[src/rtl/uart_tx_sequencer_pkg.sv]
// Shared types and helpers for the UART transmit sequencer.
// Holds the FSM state encoding, the byte width and the counter width helper.
package uart_seq_pkg;

    localparam int BYTE_W = 8;

    typedef enum logic [2:0] {
        IDLE    = 3'd0,
        ISSUE   = 3'd1,
        WAIT_HI = 3'd2,
        WAIT_LO = 3'd3,
        GAP     = 3'd4,
        DONE    = 3'd5,
        ERROR   = 3'd6
    } seq_state_t;

    // Width of the shared down-counter: wide enough for the larger of the
    // gap length and the ACK timeout, never narrower than one bit.
    function automatic int cnt_width(input int gap_cycles, input int ack_timeout);
        int max_v;
        if (gap_cycles > ack_timeout) begin
            max_v = gap_cycles;
        end else begin
            max_v = ack_timeout;
        end
        if (max_v > 0) begin
            return $clog2(max_v + 1);
        end else begin
            return 1;
        end
    endfunction

endpackage

[src/rtl/uart_tx_sequencer_if.sv]
// Byte-write interface between the sequencer and the UART transmitter.
// master = sequencer side (drives data/strobe/enable), slave = UART side.
interface uart_tx_sequencer_if;
    import uart_seq_pkg::*;

    logic [BYTE_W-1:0] Tx_DATA;
    logic              Tx_WR;
    logic              Tx_EN;
    logic              Tx_BUSY;

    modport master (
        output Tx_DATA,
        output Tx_WR,
        output Tx_EN,
        input  Tx_BUSY
    );

    modport slave (
        input  Tx_DATA,
        input  Tx_WR,
        input  Tx_EN,
        output Tx_BUSY
    );

endinterface

[src/rtl/uart_tx_sequencer_cycle_counter.sv]
// Loadable down-counter with a zero flag. The sequencer shares one instance
// between the ACK timeout (WAIT_HI) and the inter-byte gap (GAP), which are
// never active at the same time. Load has priority over decrement; the
// counter saturates at zero.
module seq_cycle_counter #(
    parameter int CNT_W = 5
) (
    input  logic             clock,
    input  logic             reset,
    input  logic             load_i,
    input  logic [CNT_W-1:0] load_val_i,
    input  logic             dec_i,
    output logic             zero_o
);

    logic [CNT_W-1:0] cnt_q;
    logic [CNT_W-1:0] cnt_d;

    // Next count: load, saturating decrement, or hold
    always_comb begin
        cnt_d = cnt_q;
        if (load_i) begin
            cnt_d = load_val_i;
        end else if (dec_i && (cnt_q != {CNT_W{1'b0}})) begin
            cnt_d = cnt_q - CNT_W'(1);
        end else begin
            cnt_d = cnt_q;
        end
    end

    // Count register with synchronous active-low reset
    always_ff @(posedge clock) begin
        if (!reset) begin
            cnt_q <= {CNT_W{1'b0}};
        end else begin
            cnt_q <= cnt_d;
        end
    end

    assign zero_o = (cnt_q == {CNT_W{1'b0}});

endmodule

[src/rtl/uart_tx_sequencer.sv]
// UART transmit sequencer: snapshots a MSG_LEN-byte message on start and
// feeds it byte by byte to the UART, paced by Tx_BUSY, with an idle gap
// after each byte. A missing busy acknowledge aborts with a sticky error.
// Optional feature: define UART_TX_SEQ_REPEAT_EN to add the repeat_i input,
// which resends the captured message instead of finishing while it is high.
// All outputs come straight from registers.
module uart_tx_sequencer
    import uart_seq_pkg::*;
#(
    parameter int MSG_LEN     = 4,
    parameter int GAP_CYCLES  = 16,
    parameter int ACK_TIMEOUT = 8
) (
    input  logic                      clock,
    input  logic                      reset,
    input  logic                      start,
    input  logic [BYTE_W*MSG_LEN-1:0] msg_data,
`ifdef UART_TX_SEQ_REPEAT_EN
    input  logic                      repeat_i,
`endif
    output logic                      seq_busy,
    output logic                      seq_done,
    output logic                      seq_error,
    uart_tx_sequencer_if.master       tx_if
);

    localparam int CNT_W = cnt_width(GAP_CYCLES, ACK_TIMEOUT);
    localparam int IDX_W = (MSG_LEN > 1) ? $clog2(MSG_LEN) : 1;

    localparam logic [IDX_W-1:0] LAST_IDX = IDX_W'(MSG_LEN - 1);
    localparam logic [CNT_W-1:0] GAP_LOAD = CNT_W'(GAP_CYCLES);
    // The timeout counter expires on its zero value, so it is loaded one
    // short of the limit to flag the error on the ACK_TIMEOUT-th clock.
    localparam logic [CNT_W-1:0] ACK_LOAD = CNT_W'((ACK_TIMEOUT > 0) ? (ACK_TIMEOUT - 1) : 0);

    seq_state_t                state_q;
    seq_state_t                state_d;
    logic [IDX_W-1:0]          idx_q;
    logic [IDX_W-1:0]          idx_d;
    logic [BYTE_W*MSG_LEN-1:0] msg_q;
    logic [BYTE_W*MSG_LEN-1:0] msg_d;
    logic [BYTE_W-1:0]         tx_data_q;
    logic [BYTE_W-1:0]         tx_data_d;
    logic                      tx_wr_q;
    logic                      tx_wr_d;
    logic                      busy_q;
    logic                      busy_d;
    logic                      done_q;
    logic                      done_d;
    logic                      error_q;
    logic                      error_d;

    logic                      cnt_load_s;
    logic [CNT_W-1:0]          cnt_val_s;
    logic                      cnt_dec_s;
    logic                      cnt_zero_s;

    seq_cycle_counter #(
        .CNT_W (CNT_W)
    ) u_counter (
        .clock      (clock),
        .reset      (reset),
        .load_i     (cnt_load_s),
        .load_val_i (cnt_val_s),
        .dec_i      (cnt_dec_s),
        .zero_o     (cnt_zero_s)
    );

    // Next-state, next-output and counter control for the message FSM
    always_comb begin
        state_d    = state_q;
        idx_d      = idx_q;
        msg_d      = msg_q;
        tx_data_d  = tx_data_q;
        tx_wr_d    = 1'b0;
        busy_d     = busy_q;
        done_d     = 1'b0;
        error_d    = error_q;
        cnt_load_s = 1'b0;
        cnt_val_s  = {CNT_W{1'b0}};
        cnt_dec_s  = 1'b0;

        case (state_q)
            IDLE: begin
                if (start) begin
                    msg_d   = msg_data;
                    idx_d   = {IDX_W{1'b0}};
                    busy_d  = 1'b1;
                    error_d = 1'b0;
                    state_d = ISSUE;
                end else begin
                    busy_d  = 1'b0;
                    state_d = IDLE;
                end
            end

            ISSUE: begin
                if (!tx_if.Tx_BUSY) begin
                    tx_wr_d    = 1'b1;
                    tx_data_d  = msg_q[int'(idx_q) * BYTE_W +: BYTE_W];
                    cnt_load_s = 1'b1;
                    cnt_val_s  = ACK_LOAD;
                    state_d    = WAIT_HI;
                end else begin
                    state_d = ISSUE;
                end
            end

            WAIT_HI: begin
                if (tx_if.Tx_BUSY) begin
                    state_d = WAIT_LO;
                end else if (cnt_zero_s) begin
                    busy_d  = 1'b0;
                    error_d = 1'b1;
                    state_d = ERROR;
                end else begin
                    cnt_dec_s = 1'b1;
                    state_d   = WAIT_HI;
                end
            end

            WAIT_LO: begin
                if (!tx_if.Tx_BUSY) begin
                    cnt_load_s = 1'b1;
                    cnt_val_s  = GAP_LOAD;
                    state_d    = GAP;
                end else begin
                    state_d = WAIT_LO;
                end
            end

            GAP: begin
                if (!cnt_zero_s) begin
                    cnt_dec_s = 1'b1;
                    state_d   = GAP;
                end else if (idx_q == LAST_IDX) begin
`ifdef UART_TX_SEQ_REPEAT_EN
                    if (repeat_i) begin
                        idx_d   = {IDX_W{1'b0}};
                        state_d = ISSUE;
                    end else begin
                        busy_d  = 1'b0;
                        done_d  = 1'b1;
                        state_d = DONE;
                    end
`else
                    busy_d  = 1'b0;
                    done_d  = 1'b1;
                    state_d = DONE;
`endif
                end else begin
                    idx_d   = idx_q + IDX_W'(1);
                    state_d = ISSUE;
                end
            end

            DONE: begin
                busy_d  = 1'b0;
                state_d = IDLE;
            end

            ERROR: begin
                busy_d  = 1'b0;
                state_d = IDLE;
            end

            default: begin
                busy_d  = 1'b0;
                state_d = IDLE;
            end
        endcase
    end

    // FSM state register
    always_ff @(posedge clock) begin
        if (!reset) begin
            state_q <= IDLE;
        end else begin
            state_q <= state_d;
        end
    end

    // Datapath and registered outputs; reset aborts any message in flight
    always_ff @(posedge clock) begin
        if (!reset) begin
            idx_q     <= {IDX_W{1'b0}};
            msg_q     <= {(BYTE_W*MSG_LEN){1'b0}};
            tx_data_q <= {BYTE_W{1'b0}};
            tx_wr_q   <= 1'b0;
            busy_q    <= 1'b0;
            done_q    <= 1'b0;
            error_q   <= 1'b0;
        end else begin
            idx_q     <= idx_d;
            msg_q     <= msg_d;
            tx_data_q <= tx_data_d;
            tx_wr_q   <= tx_wr_d;
            busy_q    <= busy_d;
            done_q    <= done_d;
            error_q   <= error_d;
        end
    end

    assign seq_busy      = busy_q;
    assign seq_done      = done_q;
    assign seq_error     = error_q;
    assign tx_if.Tx_DATA = tx_data_q;
    assign tx_if.Tx_WR   = tx_wr_q;
    assign tx_if.Tx_EN   = busy_q;

endmodule

[src/flat_wrapper.sv]
// flat-port wrapper written by rule: the top's interface ports become plain ports
module uart_tx_sequencer_flat import uart_seq_pkg::*;
#(
    parameter int MSG_LEN     = 4,
    parameter int GAP_CYCLES  = 16,
    parameter int ACK_TIMEOUT = 8
)
  (clock, reset, start, msg_data, seq_busy, seq_done, seq_error, tx_if_Tx_DATA, tx_if_Tx_WR, tx_if_Tx_EN, tx_if_Tx_BUSY);
  uart_tx_sequencer_if tx_if_i ();
  input  logic clock;
  input  logic reset;
  input  logic start;
  input  logic [BYTE_W*MSG_LEN-1:0] msg_data;
  output logic seq_busy;
  output logic seq_done;
  output logic seq_error;
  output wire logic [$bits(tx_if_i.Tx_DATA)-1:0] tx_if_Tx_DATA;
  output wire logic [$bits(tx_if_i.Tx_WR)-1:0] tx_if_Tx_WR;
  output wire logic [$bits(tx_if_i.Tx_EN)-1:0] tx_if_Tx_EN;
  input wire logic [$bits(tx_if_i.Tx_BUSY)-1:0] tx_if_Tx_BUSY;
  assign tx_if_Tx_DATA = tx_if_i.Tx_DATA;
  assign tx_if_Tx_WR = tx_if_i.Tx_WR;
  assign tx_if_Tx_EN = tx_if_i.Tx_EN;
  assign tx_if_i.Tx_BUSY = tx_if_Tx_BUSY;
  uart_tx_sequencer #(.MSG_LEN(MSG_LEN), .GAP_CYCLES(GAP_CYCLES), .ACK_TIMEOUT(ACK_TIMEOUT)) u_core (.clock(clock), .reset(reset), .start(start), .msg_data(msg_data), .seq_busy(seq_busy), .seq_done(seq_done), .seq_error(seq_error), .tx_if(tx_if_i));
endmodule
[config.mk]
export PLATFORM = sky130hd
export DESIGN_NAME = uart_tx_sequencer_flat
export DESIGN_NICKNAME = d
export VERILOG_FILES = /design/src/rtl/uart_tx_sequencer_pkg.sv /design/src/rtl/uart_tx_sequencer_if.sv /design/src/rtl/uart_tx_sequencer_cycle_counter.sv /design/src/rtl/uart_tx_sequencer.sv /design/src/flat_wrapper.sv
export SDC_FILE = /design/constraint.sdc
export NUM_CORES = 1
export LEC_CHECK = 0
export ABC_CLOCK_PERIOD_IN_PS = 1650
export BUFFER_PORTS_ARGS = -buffer_cell sky130_fd_sc_hd__buf_2
export CAP_MARGIN = 20
export CORE_MARGIN = 4
export CORE_UTILIZATION = 49
export CTS_CLUSTER_DIAMETER = 40
export DETAILED_ROUTE_END_ITERATION = 7
export GPL_ROUTABILITY_DRIVEN = 1
export GPL_TIMING_DRIVEN = 0
export PLACE_DENSITY = 0.75
export SLEW_MARGIN = 20
export SYNTH_ARGS = -nofsm -noshare
export SYNTH_HDL_FRONTEND = slang
export SYNTH_SLANG_ARGS = --single-unit
[constraint.sdc]
create_clock -name clock -period 1.65 [get_ports clock]
set_input_delay 0.0825 -clock clock [delete_from_list [all_inputs] [get_ports clock]]
set_output_delay 0.0825 -clock clock [all_outputs]
set_load 0.01 [all_outputs]
==> results by group <==
STA
  • Clock skew: 0.00646 ns
  • WHS: about 0.0067 ns
  • Final setup fails: 0
  • RSZ-0062 raised after global routing: yes
  • Pin slew with the least headroom to its limit: about 0.5 ns
  • Hold Violations, Final: 0
  • Final worst path period need: between 1.5 and 2 ns
  • Post-route worst setup slack: between 0.04 and 0.05 ns
  • Crit share post-route: a little over nine tenths
  • Max Freq: roughly 0.62 GHz
  • Slew headroom: roughly 68%
  • Fin Setup TNS: 0 ns
  • Slew Limit Fails: 0

Yosys
  • Post-Syn Area: about 2500 µm²
  • Yosys top cell by area: dfxtp_1
  • Syn_area_per_cell: just under 9 µm²
  • Cells after Synth: between 200 and 300
  • Ys async rst share: 0%
  • Syn nets: around 310
  • Count of unique library cells instantiated by Yosys: 38
  • Proportion of netlist area held by the largest area contributor: between 40% and 50%
  • Top cells by area, synth: dfxtp_1 44%, nand2_1 13%, a21boi_0 11%
  • Post-synth EDFFs: 0
  • Most frequent cells after synthesis: 84 x nand2_1, 54 x dfxtp_1, 35 x a21boi_0
  • Flip-flop and latch count after synthesis: 54
  • Sequential area share after synthesis: 44.1%
  • Most common cell in the synthesized netlist: nand2_1
  • Post-synth top flop: dfxtp_1
  • Syn. warnings: 0

GRT
  • Met2 Usage GRT: between 30% and 40%
  • GRT busiest layer: met2
  • GR Overflow Total: 0
  • GR Util met3: approximately 3.4%
  • Pin count of the biggest net entering global routing: 16
  • Vias in the first global route: ~2000
  • Initial antenna violation count: 0
  • Global-route wire length before repair: between 9 and 10 mm
  • GR met1 Demand/Resource: ~27%
  • Gr usage total: between 15 and 20%

Routing
  • Via count: ~2100
  • Drt wl/cell: 14.2 µm
  • DRC: 0
  • Routed Antenna Nets: 0
  • Vias per inst: about 5.2
  • Final WL: approximately 5.6 mm
  • DRT iter0 DRCs: 136
  • Pre-antenna DRT Iters: 4

Cells and area
  • P&R area growth vs syn: 22.0%
  • ANT cells: 0
  • Share of cells above drive strength 1: approximately 28%
  • Nets: about 370

Clocking
  • CTS Sinks: between 50 and 60
  • Cts bufs inserted: 5
  • Clock Path Buffers: 2
  • Worst-Skew Late Latency: 0.30 ns
  • H-tree levels: 2
  • CTS tree: built
  • CTS Root Cell: clkbuf_8
  • Reg clk slew, reported paths: about 0.090 ns

Power
  • Maximum vdd drop: ~580 µV
  • Pwr/cell area: 976 nW/µm²
  • Pwr Total: about 3000 µW
  • Leak pwr: roughly 0.0012 µW

Placement
  • Pre-CTS WS: -0.0757 ns
  • RD Place Congestion: slightly below 0.9
  • Dpl hpwl: 4.09 mm
  • Port-buffer cells: 47

Floorplan
  • Die height: 78.7 µm
  • Chip width: just under 80 µm
  • Placement Rows: 25
  • Die area: between 6000 and 7000 µm²
  • # IOs: between 40 and 50
  • Starting density of the core: 51.2%
  • CORE AREA: 4790 µm²

Setup path
  • CP max FO: 8
  • Worst EP required: approximately 1.9 ns
  • RR Endpoint: u_core.u_counter.cnt_q[2]$_SDFFE_PN0P_
  • FF-to-FF setup slack: roughly 0.046 ns
  • Critical path capture point type: register
  • RR Startpoint: u_core.u_counter.cnt_q[1]$_SDFFE_PN0P_
  • Kind of start point of the critical path: register
  • Crit path to: u_core.u_counter.cnt_q[2]$_SDFFE_PN0P_
  • Worst Reg2Reg Path Length in Cells: 6
  • Crit path from: u_core.u_counter.cnt_q[1]$_SDFFE_PN0P_
  • Critical path type: reg2reg
  • Crit path DAT: ~1.8 ns

Flow run
  • Max-Cap Viols: 0

Worst hold path
  • HP Class: in2reg
  • Min-delay src: msg_data[18]

Outcome
  • Status: complete, no violations
report_power, final:
| part | internal (µW) | leakage [µW] | switching (µW) | total [µW] |
|---|---|---|---|---|
| Sequential | 1400 | 0.000442 | 59.9 | 1460 |
| Clock | 486 | 0.0000573 | 411 | 897 |
| Combinational | 257 | 0.000723 | 308 | 565 |
per-layer routing:
metal	part of all wire, %	routed length [µm]
met4	0.91	51
met1	46	2590
met5	0	0
met2	46	2610
met3	6.7	375
layout make-up:
cell class | count | area (µm²)
Fill cell | 421 | 1800
Multi-Input combinational cell | 194 | 1310
Buffer | 19 | 110
Clock buffer | 6 | 82.6
Tap cell | 67 | 83.8
Clock inverter | 1 | 30.0
Timing Repair Buffer | 51 | 270
Sequential cell | 54 | 1080
Inverter | 5 | 18.8
timing repair:
action                     CTS  global route
hold buffers                 2             0
setup endpoints to repair    8            43
pin swaps                    1             2
buffers inserted             0             2
gates resized for setup      8            20
hold endpoints to repair     2             0
cells in the final DEF, fill, tap and decap left out, types with 2 or more instances in the layout:
cell type,synthesis,final
o21ai_0,3,3
mux4_2,8,8
inv_2,0,2
nor2_1,5,4
buf_2,11,50
dfxtp_2,0,2
or3b_1,3,3
buf_4,2,9
and3_1,2,2
a211oi_1,2,2
nand3_1,2,2
nor3b_1,3,2
nor3_1,4,4
clkbuf_1,8,6
nand2_1,84,84
o211ai_1,3,3
dfxtp_1,54,52
inv_1,5,3
xnor2_1,3,3
a21oi_1,5,4
nand2b_1,2,2
o211a_1,2,2
nor4b_4,1,2
dlygate4sd3_1,0,2
clkbuf_8,0,6
o21a_1,2,2
a21boi_0,35,35
clkbuf_4,0,2
o31ai_1,2,2
nor2b_1,2,2
a31oi_1,2,2
a21boi_1,7,7
flip-flops by register name, indices dropped and copies added (netlist names):
register and flops:
u_core.msg_q 32, u_core.tx_if.Tx_DATA 8, u_core.u_counter.cnt_q 5, u_core.state_q 3, u_core.idx_q 2, u_core.seq_busy 1, u_core.seq_done 1, u_core.seq_error 1
u_core.tx_if.Tx_WR 1
how the worst min path moves through the flow:
stage	end	slack, ns	cells past startpoint
detailed placement	u_core.msg_q[19]$_SDFFE_PN0N_	0.33	3
floorplan	u_core.msg_q[17]$_SDFFE_PN0N_	0.22	2
CTS	u_core.msg_q[18]$_SDFFE_PN0N_	0.005	3
global placement	u_core.msg_q[17]$_SDFFE_PN0N_	0.32	3
global route	u_core.msg_q[18]$_SDFFE_PN0N_	0.01	3
finish	u_core.msg_q[18]$_SDFFE_PN0N_	0.007	3
per-stage QoR:
| stage | utilization (%) | instances | instance area, µm² |
|---|---|---|---|
| 2_1_floorplan | - | 274 | 2450 |
| 3_3_place_gp | 57.9 | 388 | 2770 |
| 3_5_place_dp | 57.9 | 388 | 2770 |
| 4_1_cts | 61.4 | 397 | 2940 |
| 5_1_grt | 62.5 | 397 | 2990 |
| 6_report | 62.5 | 397 | 2990 |
worst max-delay path, stage by stage, from the launching register on:
cell     delay [ns]
dfxtp_2        0.34
inv_2          0.07
ha_4           0.15
or4b_4         0.55
o211a_1        0.17
xnor2_1        0.12
a21oi_1        0.14
kinds of logic (layout without fill, tap and decap cells):
logic type / after synthesis / in the layout / share of synthesized area, %
simple gates: 113 / 113 / 21.2
compound gates: 68 / 68 / 20.4
flops: 54 / 54 / 44.1
buf+inv: 26 / 82 / 4.85
mux: 8 / 8 / 7.35
xor+xnor: 3 / 3 / 1.07
fa+ha+maj: 2 / 2 / 1.02
Power figures use the tool's default switching activity.
